===== src/rtl/alu_pkg.sv =====
// alu_mdu shared definitions: aluc operation codes and FSM state encoding.
// Optional divider datapath is enabled by defining ALU_MDU_DIV_EN.
package alu_pkg;

    localparam logic [4:0] ALUC_ADD   = 5'd1;
    localparam logic [4:0] ALUC_SUB   = 5'd2;
    localparam logic [4:0] ALUC_AND   = 5'd3;
    localparam logic [4:0] ALUC_OR    = 5'd4;
    localparam logic [4:0] ALUC_XOR   = 5'd5;
    localparam logic [4:0] ALUC_SLL   = 5'd6;
    localparam logic [4:0] ALUC_SRL   = 5'd7;
    localparam logic [4:0] ALUC_SRA   = 5'd8;
    localparam logic [4:0] ALUC_ADD2  = 5'd10;
    localparam logic [4:0] ALUC_AND2  = 5'd11;
    localparam logic [4:0] ALUC_OR2   = 5'd12;
    localparam logic [4:0] ALUC_XOR2  = 5'd13;
    localparam logic [4:0] ALUC_ADD3  = 5'd14;
    localparam logic [4:0] ALUC_ADD4  = 5'd15;
    localparam logic [4:0] ALUC_LUI   = 5'd18;
    localparam logic [4:0] ALUC_MUL   = 5'd19;
    localparam logic [4:0] ALUC_MULHU = 5'd20;
    localparam logic [4:0] ALUC_DIVU  = 5'd21;
    localparam logic [4:0] ALUC_REMU  = 5'd22;

    typedef enum logic [1:0] {
        IDLE = 2'd0,
        MUL  = 2'd1,
`ifdef ALU_MDU_DIV_EN
        DIV  = 2'd2,
`endif
        DONE = 2'd3
    } state_e;

endpackage


===== src/rtl/alu_mdu_if.sv =====
// Request/result handshake bundle between the EX-stage control and alu_mdu.
interface alu_mdu_if #(
    parameter int unsigned WIDTH = 32
);
    logic             in_valid;
    logic             in_ready;
    logic [WIDTH-1:0] data1;
    logic [WIDTH-1:0] data2;
    logic [4:0]       aluc;
    logic             out_valid;
    logic             out_ready;
    logic [WIDTH-1:0] rdata;
    logic             busy;

    modport master (
        output in_valid, data1, data2, aluc, out_ready,
        input  in_ready, out_valid, rdata, busy
    );

    modport slave (
        input  in_valid, data1, data2, aluc, out_ready,
        output in_ready, out_valid, rdata, busy
    );
endinterface


===== src/rtl/alu_mdu_iter.sv =====
// Iterative unsigned multiply (shift-add) and, with ALU_MDU_DIV_EN, restoring
// divide. One bit per cycle for WIDTH cycles; done_c and the result outputs
// reflect the final iteration during the cycle it is being computed.
module alu_mdu_iter #(
    parameter int unsigned WIDTH = 32
) (
    input  logic             clk,
    input  logic             rst,
    input  logic             start,
`ifdef ALU_MDU_DIV_EN
    input  logic             op_div,
`endif
    input  logic [WIDTH-1:0] opa,
    input  logic [WIDTH-1:0] opb,
    output logic             done_c,
    output logic [WIDTH-1:0] res_lo_c,
    output logic [WIDTH-1:0] res_hi_c
);
    localparam int unsigned CW = $clog2(WIDTH);

    logic [2*WIDTH-1:0] acc_q, acc_d, step_c;
    logic [WIDTH-1:0]   opb_q, opb_d;
    logic [CW-1:0]      cnt_q, cnt_d;
    logic               active_q, active_d;
    logic [WIDTH:0]     mul_sum_c;
`ifdef ALU_MDU_DIV_EN
    logic               div_q, div_d;
    logic [WIDTH:0]     r_shift_c, diff_c;
    logic [WIDTH-1:0]   rem_c;
    logic               quo_bit_c;
`endif

    // One iteration step; acc holds {hi, lo} = {partial/remainder, multiplier/quotient}
    always_comb begin
        mul_sum_c = {1'b0, acc_q[2*WIDTH-1:WIDTH]} + (acc_q[0] ? {1'b0, opb_q} : '0);
        step_c    = {mul_sum_c, acc_q[WIDTH-1:1]};
`ifdef ALU_MDU_DIV_EN
        r_shift_c = {acc_q[2*WIDTH-1:WIDTH], acc_q[WIDTH-1]};
        diff_c    = r_shift_c - {1'b0, opb_q};
        quo_bit_c = ~diff_c[WIDTH];
        rem_c     = quo_bit_c ? diff_c[WIDTH-1:0] : r_shift_c[WIDTH-1:0];
        if (div_q) begin
            step_c = {rem_c, acc_q[WIDTH-2:0], quo_bit_c};
        end
`endif
    end

    // Counter/accumulator sequencing: load on start, iterate while active
    always_comb begin
        acc_d    = acc_q;
        opb_d    = opb_q;
        cnt_d    = cnt_q;
        active_d = active_q;
`ifdef ALU_MDU_DIV_EN
        div_d    = div_q;
`endif
        done_c   = active_q && (cnt_q == CW'(WIDTH - 1));
        if (active_q) begin
            acc_d = step_c;
            cnt_d = cnt_q + CW'(1);
            if (done_c) begin
                active_d = 1'b0;
            end
        end
        if (start) begin
            acc_d    = {{WIDTH{1'b0}}, opa};
            opb_d    = opb;
            cnt_d    = '0;
            active_d = 1'b1;
`ifdef ALU_MDU_DIV_EN
            div_d    = op_div;
`endif
        end
    end

    assign res_lo_c = step_c[WIDTH-1:0];
    assign res_hi_c = step_c[2*WIDTH-1:WIDTH];

    // Engine state registers
    always_ff @(posedge clk or negedge rst) begin
        if (!rst) begin
            acc_q    <= '0;
            opb_q    <= '0;
            cnt_q    <= '0;
            active_q <= 1'b0;
`ifdef ALU_MDU_DIV_EN
            div_q    <= 1'b0;
`endif
        end else begin
            acc_q    <= acc_d;
            opb_q    <= opb_d;
            cnt_q    <= cnt_d;
            active_q <= active_d;
`ifdef ALU_MDU_DIV_EN
            div_q    <= div_d;
`endif
        end
    end

endmodule


===== src/rtl/alu_mdu.sv =====
// EX-stage ALU with iterative unsigned multiply/divide and valid/ready handshake.
// Define ALU_MDU_DIV_EN to include the divider (codes 21/22); otherwise those
// codes decode as unknown and return 0 in a single cycle.
module alu_mdu
    import alu_pkg::*;
#(
    parameter int unsigned WIDTH = 32,
    parameter int unsigned SHW   = $clog2(WIDTH)
) (
    input  logic     clk,
    input  logic     rst,
    alu_mdu_if.slave bus
);
    state_e           state_q, state_d;
    logic [WIDTH-1:0] rdata_q, rdata_d;
    logic             out_valid_q, out_valid_d;
    logic             busy_q, busy_d;
    logic             sel_hi_q, sel_hi_d;

    logic             in_ready_c, accept_c, start_c, is_mul_c;
    logic [SHW-1:0]   shamt_c;
    logic [WIDTH-1:0] alu_res_c;
    logic             iter_done_c;
    logic [WIDTH-1:0] iter_lo_c, iter_hi_c;
`ifdef ALU_MDU_DIV_EN
    logic             is_div_c, div_zero_c;

    assign is_div_c   = (bus.aluc == ALUC_DIVU) || (bus.aluc == ALUC_REMU);
    assign div_zero_c = (bus.data2 == '0);
`endif

    assign in_ready_c = (state_q == IDLE) || ((state_q == DONE) && bus.out_ready);
    assign accept_c   = bus.in_valid && in_ready_c;
    assign is_mul_c   = (bus.aluc == ALUC_MUL) || (bus.aluc == ALUC_MULHU);
    assign shamt_c    = bus.data1[SHW-1:0];

    // Single-cycle datapath; unknown codes return 0
    always_comb begin
        alu_res_c = '0;
        case (bus.aluc)
            ALUC_ADD, ALUC_ADD2, ALUC_ADD3, ALUC_ADD4: alu_res_c = bus.data1 + bus.data2;
            ALUC_SUB:              alu_res_c = bus.data1 - bus.data2;
            ALUC_AND, ALUC_AND2:   alu_res_c = bus.data1 & bus.data2;
            ALUC_OR,  ALUC_OR2:    alu_res_c = bus.data1 | bus.data2;
            ALUC_XOR, ALUC_XOR2:   alu_res_c = bus.data1 ^ bus.data2;
            ALUC_SLL:              alu_res_c = bus.data2 << shamt_c;
            ALUC_SRL:              alu_res_c = bus.data2 >> shamt_c;
            ALUC_SRA:              alu_res_c = WIDTH'($signed(bus.data2) >>> shamt_c);
            ALUC_LUI:              alu_res_c = bus.data2 << (WIDTH / 2);
            ALUC_MUL, ALUC_MULHU, ALUC_DIVU, ALUC_REMU: alu_res_c = '0;
            default:               alu_res_c = '0;
        endcase
    end

    alu_mdu_iter #(
        .WIDTH (WIDTH)
    ) u_iter (
        .clk      (clk),
        .rst      (rst),
        .start    (start_c),
`ifdef ALU_MDU_DIV_EN
        .op_div   (is_div_c),
`endif
        .opa      (bus.data1),
        .opb      (bus.data2),
        .done_c   (iter_done_c),
        .res_lo_c (iter_lo_c),
        .res_hi_c (iter_hi_c)
    );

    // Next-state and result-register logic; a new accept overrides DONE draining
    always_comb begin
        state_d     = state_q;
        rdata_d     = rdata_q;
        out_valid_d = out_valid_q;
        busy_d      = busy_q;
        sel_hi_d    = sel_hi_q;
        start_c     = 1'b0;
        if ((state_q == DONE) && bus.out_ready) begin
            state_d     = IDLE;
            out_valid_d = 1'b0;
        end
        if (iter_done_c) begin
            rdata_d     = sel_hi_q ? iter_hi_c : iter_lo_c;
            state_d     = DONE;
            out_valid_d = 1'b1;
            busy_d      = 1'b0;
        end
        if (accept_c) begin
            if (is_mul_c) begin
                sel_hi_d    = (bus.aluc == ALUC_MULHU);
                state_d     = MUL;
                busy_d      = 1'b1;
                out_valid_d = 1'b0;
                start_c     = 1'b1;
            end
`ifdef ALU_MDU_DIV_EN
            else if (is_div_c) begin
                sel_hi_d = (bus.aluc == ALUC_REMU);
                if (div_zero_c) begin
                    rdata_d     = (bus.aluc == ALUC_DIVU) ? '1 : bus.data1;
                    state_d     = DONE;
                    out_valid_d = 1'b1;
                end else begin
                    state_d     = DIV;
                    busy_d      = 1'b1;
                    out_valid_d = 1'b0;
                    start_c     = 1'b1;
                end
            end
`endif
            else begin
                rdata_d     = alu_res_c;
                state_d     = DONE;
                out_valid_d = 1'b1;
            end
        end
    end

    // Control and result registers
    always_ff @(posedge clk or negedge rst) begin
        if (!rst) begin
            state_q     <= IDLE;
            rdata_q     <= '0;
            out_valid_q <= 1'b0;
            busy_q      <= 1'b0;
            sel_hi_q    <= 1'b0;
        end else begin
            state_q     <= state_d;
            rdata_q     <= rdata_d;
            out_valid_q <= out_valid_d;
            busy_q      <= busy_d;
            sel_hi_q    <= sel_hi_d;
        end
    end

    assign bus.in_ready  = in_ready_c;
    assign bus.out_valid = out_valid_q;
    assign bus.rdata     = rdata_q;
    assign bus.busy      = busy_q;

endmodule


===== src/flat_wrapper.sv =====
// flat-port wrapper written by rule: the top's interface ports become plain ports
module alu_mdu_flat import alu_pkg::*;
#(
    parameter int unsigned WIDTH = 32,
    parameter int unsigned SHW   = $clog2(WIDTH)
)
  (clk, rst, bus_in_valid, bus_data1, bus_data2, bus_aluc, bus_out_ready, bus_in_ready, bus_out_valid, bus_rdata, bus_busy);
  alu_mdu_if #(.WIDTH(WIDTH)) bus_i ();
  input  logic clk;
  input  logic rst;
  input wire logic [$bits(bus_i.in_valid)-1:0] bus_in_valid;
  input wire logic [$bits(bus_i.data1)-1:0] bus_data1;
  input wire logic [$bits(bus_i.data2)-1:0] bus_data2;
  input wire logic [$bits(bus_i.aluc)-1:0] bus_aluc;
  input wire logic [$bits(bus_i.out_ready)-1:0] bus_out_ready;
  output wire logic [$bits(bus_i.in_ready)-1:0] bus_in_ready;
  output wire logic [$bits(bus_i.out_valid)-1:0] bus_out_valid;
  output wire logic [$bits(bus_i.rdata)-1:0] bus_rdata;
  output wire logic [$bits(bus_i.busy)-1:0] bus_busy;
  assign bus_i.in_valid = bus_in_valid;
  assign bus_i.data1 = bus_data1;
  assign bus_i.data2 = bus_data2;
  assign bus_i.aluc = bus_aluc;
  assign bus_i.out_ready = bus_out_ready;
  assign bus_in_ready = bus_i.in_ready;
  assign bus_out_valid = bus_i.out_valid;
  assign bus_rdata = bus_i.rdata;
  assign bus_busy = bus_i.busy;
  alu_mdu #(.WIDTH(WIDTH), .SHW(SHW)) u_core (.clk(clk), .rst(rst), .bus(bus_i));
endmodule

===== config.mk =====
export PLATFORM = sky130hd
export DESIGN_NAME = alu_mdu_flat
export DESIGN_NICKNAME = d
export VERILOG_FILES = /design/src/rtl/alu_pkg.sv /design/src/rtl/alu_mdu_if.sv /design/src/rtl/alu_mdu_iter.sv /design/src/rtl/alu_mdu.sv /design/src/flat_wrapper.sv
export SDC_FILE = /design/constraint.sdc
export NUM_CORES = 1
export LEC_CHECK = 0
export CORE_ASPECT_RATIO = 1.5
export CORE_MARGIN = 10
export CORE_UTILIZATION = 25
export CTS_CLUSTER_SIZE = 20
export DETAILED_ROUTE_END_ITERATION = 6
export DONT_BUFFER_PORTS = 1
export GPL_TIMING_DRIVEN = 0
export HOLD_SLACK_MARGIN = 0.15
export MAX_ROUTING_LAYER = met4
export RECOVER_POWER = 25
export SLEW_MARGIN = 20
export SYNTH_ARGS = -nofsm -noshare
export SYNTH_HDL_FRONTEND = slang
export SYNTH_SLANG_ARGS = --single-unit

===== constraint.sdc =====
create_clock -name clk -period 9.7 [get_ports clk]
set_input_delay 0.97 -clock clk [delete_from_list [all_inputs] [get_ports clk]]
set_output_delay 0.97 -clock clk [all_outputs]
set_load 0.03 [all_outputs]

# After elaboration in Yosys (flattened, before gate mapping)
# Cells that the tools add are included.
dict set report totals {
  in_bits 73
  regBits 139
  output_inout_bits 35
  elab_cells 77
}
dict set report op_classes {
  shift 3
  bitwise 3
  addsub 4
  mux 26
  n_reduce_logical 13
  eq_ne 19
}
# cell count
set op_table {}
lappend op_table {{$pmux W32 S9} 1}
lappend op_table {{$mux W32} 5}
lappend op_table {{$mux W64} 2}
lappend op_table {{$eq A5 B4 Y1 const B} 7}
lappend op_table {{$add A32 B33 Y33} 1}
lappend op_table {{$add A32 B32 Y32} 1}
lappend op_table {{$and A32 B32 Y32} 1}
lappend op_table {{$or A32 B32 Y32} 1}
lappend op_table {{$shl A32 B5 Y32} 1}
lappend op_table {{$shr A32 B5 Y32} 1}
lappend op_table {{$sshr A32 B5 Y32} 1}
lappend op_table {{$sub A32 B32 Y32} 1}
lappend op_table {{$xor A32 B32 Y32} 1}
lappend op_table {{$eq A5 B3 Y1 const B} 4}
lappend op_table {{$eq A5 B5 Y1 const B} 4}
lappend op_table {{$mux W1} 12}
lappend op_table {{$eq A5 B2 Y1 const B} 2}
lappend op_table {{$mux W5} 2}
lappend op_table {{$mux W2} 4}
lappend op_table {{$reduce_or A2 Y1} 3}
lappend op_table {{$add A5 B1 Y5 const B} 1}
lappend op_table {{$eq A5 B1 Y1 const B} 1}
lappend op_table {{$reduce_or A4 Y1} 1}
lappend op_table {{$logic_and A1 B1 Y1} 3}
lappend op_table {{other kinds (6)} 7}

# Depth between registers and ports, before layout
dict set report logic_depth {
  word_depth 6
  depth_mapped 19
  ltp_nobuf 18
}

# Hierarchy
# Synthesis repeated with hierarchy kept, for this count alone.
dict set report hier_totals {
  hier_cells 1974
  area_unflattened_um2 16579.7
}
# mod area_per_inst_um2 seq_area_each_um2 n_inst cells_each
set modules_own_cells {}
lappend modules_own_cells {alu_mdu 10018.4 900.9 1 1292}
lappend modules_own_cells {alu_mdu_iter 6561.3 2552.4 1 682}

# Worst setup path before layout
# No wires, ideal clock.
dict set report synth_timing {
  path_type {input port to flip-flop}
  start {input port bus_aluc[2]}
  end {register u_core.rdata_q[29] (netlist: u_core.bus.rdata[29])}
  cell_stages 16
  t_required_ps 9574
  setup_time_ps 126
  path_buffers 2
  setup_slack_ps 5133
  t_arrival_ps 4441
  path_cell_list {buf_2 -> nand2b_1 -> nor4_1 -> clkbuf_1 -> nor2_1 -> xnor2_1 -> ha_1 -> o21ai_0 -> a2111oi_0 -> nor4_1 -> o21ai_1 -> nand3_1 -> nand2_1 -> a31oi_1 -> xnor2_1 -> a221o_1}
}
dict set report synth_between {
  elab_chain_len 5
  elab_cells_between_ends 25
  classes_between {17 x eq/ne; 3 x mux; 5 x reduce/logical}
}
# item line
set synth_lines {}
lappend synth_lines {{start: declaration} flat_wrapper.sv:14} ;# input wire logic [$bits(bus_i.aluc)-1:0] bus_aluc;
lappend synth_lines {{$eq A5 B1 Y1, or another cell as far along} alu_mdu.sv:40} ;# case (bus.aluc)
lappend synth_lines {{$reduce_or A4 Y1 or $reduce_or A2 Y1 (tied branches)} alu_mdu.sv:40}
lappend synth_lines {{$pmux W32 S9} alu_mdu.sv:40}
lappend synth_lines {{$mux W32 *} alu_mdu.sv:90} ;# if (is_mul_c) begin
lappend synth_lines {{$mux W32 *} alu_mdu.sv:89} ;# if (accept_c) begin
lappend synth_lines {{via u_core.rdata_d[29]} alu_mdu.sv:15} ;# logic [WIDTH-1:0] rdata_q, rdata_d;
lappend synth_lines {{end signal: assignment} alu_mdu.sv:130} ;# rdata_q <= rdata_d;
lappend synth_lines {{end: declaration} alu_mdu.sv:15}
# The timed path passes the listed nets; every way through them passes the cells marked *.
# A chain may end at the register's enable or synchronous reset.

# Final worst setup path
dict set report layout_timing {
  start {input port bus_aluc[2]}
  end {register u_core.rdata_q[31] (netlist: u_core.bus.rdata[31])}
}
# Same word-level chain as after synthesis.

==> impl_metrics.yaml <==
floorplanning:
  initial_core_util_pct: 25.2
  core-area_sq_um: 62400
  io_pins: 108
  die_h_um: 327
  placementRows: 112
  die-area_sq_um: 73600
  chipWidth_um: 225
global_routing:
  antenna_found_initial: 1
  grt_pass1_wl_mm: 112
  grt_pass1_vias: 16400
  grt_usage_pct: 21.5
  grt_max_degree: 139
  grt-ovfl-total: 0
cts:
  cts_hold_buf: 0
  cts.clk_slew.worst_paths_ns: 0.06
  worstSkewPairLatency_ns: 0.44
  cts_tree: "built"
  cts_buffer_depth: 2
  cts.sinks: 138
  cts.repair.resized: 0
  post-cts-setup-buffers: 0
  clock-root-buffer: "clkbuf_16"
  numCtsBuffers: 17
  h-tree-depth: 4
synthesis:
  avgSynthCellArea_sq_um: 8.03
  synth_area_sq_um: 15700
  synthCells: 1960
  synth_edf_count: 0
  synth_ff_type: "dfrtp_1"
  ys_ff_latch: 138
  yosysWarnings: 0
  async_flop_share_pct: 100
  synth_cell_type_count: 80
  ys_seq_area_share_pct: 21.9
  synth_fp_nets: 2165
drt:
  final_antenna_net_count: 0
  finalWirelength_mm: 78.7
  routed_via_density: 5.68
  firstDrtPassIters: 7
  drtIter0Drc: 1279
  wire_per_inst_um: 28.2
  drc: 0
  vias: 15900
sta:
  slew_viol_final: 0
  worst_pin_slew_ns: 1.21
  slew_headroom_pct: 19.0
  timing.final.crit_share_pct: 62.2
  fin_crit_ns: 6.03
  finalHoldViolCount: 0
  post-route-worst-setup-slack_ns: 3.67
  rsz0062_at_grt: "false"
  fin_setup_tns_ns: 0
  fmax_mhz: 166
  clock-skew-final_ns: 0.0114
  setup_violations: 0
min_path:
  hold_class: "input pin to asynchronous set/reset pin"
pwr:
  pwr-share-seq_pct: 30.5
  switching_share_pct: 47.9
  cellLeakagePower_uw: 0.00725
  p_sw_uw: 1940
  power_frac_clock_pct: 17.1
  internal-power_uw: 2100
  comb_power_share_pct: 52.4
  power.total_uw: 4040
  ir_worst_vdd_v: 0.000130
  power_density_nw_per_um2: 233
layout:
  final_cell_mix: "o21ai_0, nand2_1, nor2_1"
  syn2layout_area_growth_pct: 10.3
  seqCellArea_sq_um: 3450
  final_cell_area_sq_um: 17400
  layout_commonest_cell: "o21ai_0"
  nets: 2185
  final_util_pct: 27.8
  multi_input_area_sq_um: 11300
  drive_gt1_share_pct: 7.83
  nFillCells: 6801
critical_path:
  cp_max_fo: 10
  required_ns: 10.01
  path_class: "input pin to register"
  worstSetupStartpointType: "input pin"
  critical_path.endpoint_type: "register"
  worst_ep_arrival_time_ns: 6.34
placed_design:
  post_dp_cell_area_sq_um: 16800
  gp_congestion: 1.03
  place_ws_ns: 3.51
  place_hpwl_mm: 65.0
  portBuffers: 0
status:
  status: "finished, final reports clean"
run:
  maxCapViolations: 0
-- power groups by stage --
stage	logic (uW)	clock network [uW]	registers (uW)
finish	2120	689	1230
global route	2340	717	1270
CTS	2090	696	1230
detailed placement	2090	0	1240
global placement	2060	0	1230
floorplan	1560	0	1120
-- cell usage after synthesis, drive strengths merged (26+ instances only) --
library cell	count	area share, %
a211oi	28	1.4
a21oi	145	4.7
a22oi	28	1.3
and2	43	1.7
buf	41	1.4
clkbuf	103	2.5
dfrtp	138	22
ha	130	10
inv	98	2.3
mux2i	103	6.6
mux4	55	7.9
nand2	200	4.8
nand3	34	1.1
nor2	189	4.5
nor3	31	1.0
o21ai	209	6.6
o22ai	26	1.0
xnor2	68	3.8
-- area by class of cell --
cell class / count / share of cell area [%]
Timing Repair Buffer: 1 / 0.0288
Clock inverter: 13 / 0.958
Multi-Input combinational cell: 1578 / 65.1
Buffer: 144 / 3.52
Sequential cell: 138 / 19.9
Clock buffer: 19 / 2.55
Antenna cell: 1 / 0.0144
Inverter: 100 / 2.16
Tap cell: 798 / 5.75
-- sequential cells by signal, indices dropped and copies added, names as in the netlist, 5 cells and up --
register	flops
u_core.u_iter.acc_q	64
u_core.bus.rdata	32
u_core.u_iter.opb_q	32
u_core.u_iter.cnt_q	5
-- path summary, 6_finish.rpt --
check                      slack, ns                           startpoint  depth (start not counted)                             endpoint
max                             3.67                          bus_aluc[2]                         18       u_core.bus.rdata[31]$_DFF_PN0_
min                             0.22                                  rst                          0  u_core.u_iter.acc_q[39]$_DFFE_PN0P_
max reg2reg                     5.51   u_core.u_iter.acc_q[0]$_DFFE_PN0P_                         12       u_core.bus.rdata[29]$_DFF_PN0_
min reg2reg                     0.47  u_core.u_iter.opb_q[22]$_DFFE_PN0P_                          2  u_core.u_iter.opb_q[22]$_DFFE_PN0P_
max in group asynchronous       9.09                                  rst                          0  u_core.u_iter.acc_q[59]$_DFFE_PN0P_
min in group clk                0.47  u_core.u_iter.opb_q[22]$_DFFE_PN0P_                          2  u_core.u_iter.opb_q[22]$_DFFE_PN0P_
-- metal layers --
metal	global-route usage, %	up-vias	share of wire [%]
met5	-	-	0
met4	19.6	0	11
met3	4.38	316	5.9
met2	37.3	683	50
met1	19.6	7675	34
li1	-	7196	-
-- worst max-delay path, stage by stage --
cell and delay [ns]:
buf_2 0.16, nand2b_1 0.25, nor2_1 0.08, nand2_1 0.44
clkbuf_1 0.65, o41ai_1 0.28, xnor2_1 0.19, ha_1 0.28
clkbuf_1 0.18, a211oi_1 0.26, nor2_1 0.09, nor4_1 1.00
nor3_1 0.25, nor4_1 0.57, o21ai_0 0.21, a21oi_1 0.21
xnor2_1 0.16, o21ai_1 0.08
-- logic make-up (layout without fill, tap and decap cells) --
| kind of cell | after synthesis | in the layout | share of synthesized area, % |
|---|---|---|---|
| buffers and inverters | 244 | 277 | 6.27 |
| DFF | 138 | 138 | 21.9 |
| other | 0 | 1 | 0 |
| xor gates and xnor gates | 84 | 84 | 4.72 |
| AOI/OAI and AO/OA | 617 | 617 | 24.5 |
| muxes | 170 | 170 | 15.3 |
| adders and majority gates | 132 | 132 | 10.6 |
| and+or+nand+nor | 575 | 575 | 16.6 |
-- stage by stage --
| stage | std cells | hold WS, ns |
|---|---|---|
| after CTS | 2791 | 0.216 |
| after global routing | 2792 | 0.204 |
| final | 2792 | 0.222 |
| after global placement | 2758 | 0.454 |
| after detailed placement | 2759 | 0.463 |
| after floorplan | 1960 | 0.442 |
(Power assumes the default switching activity.)
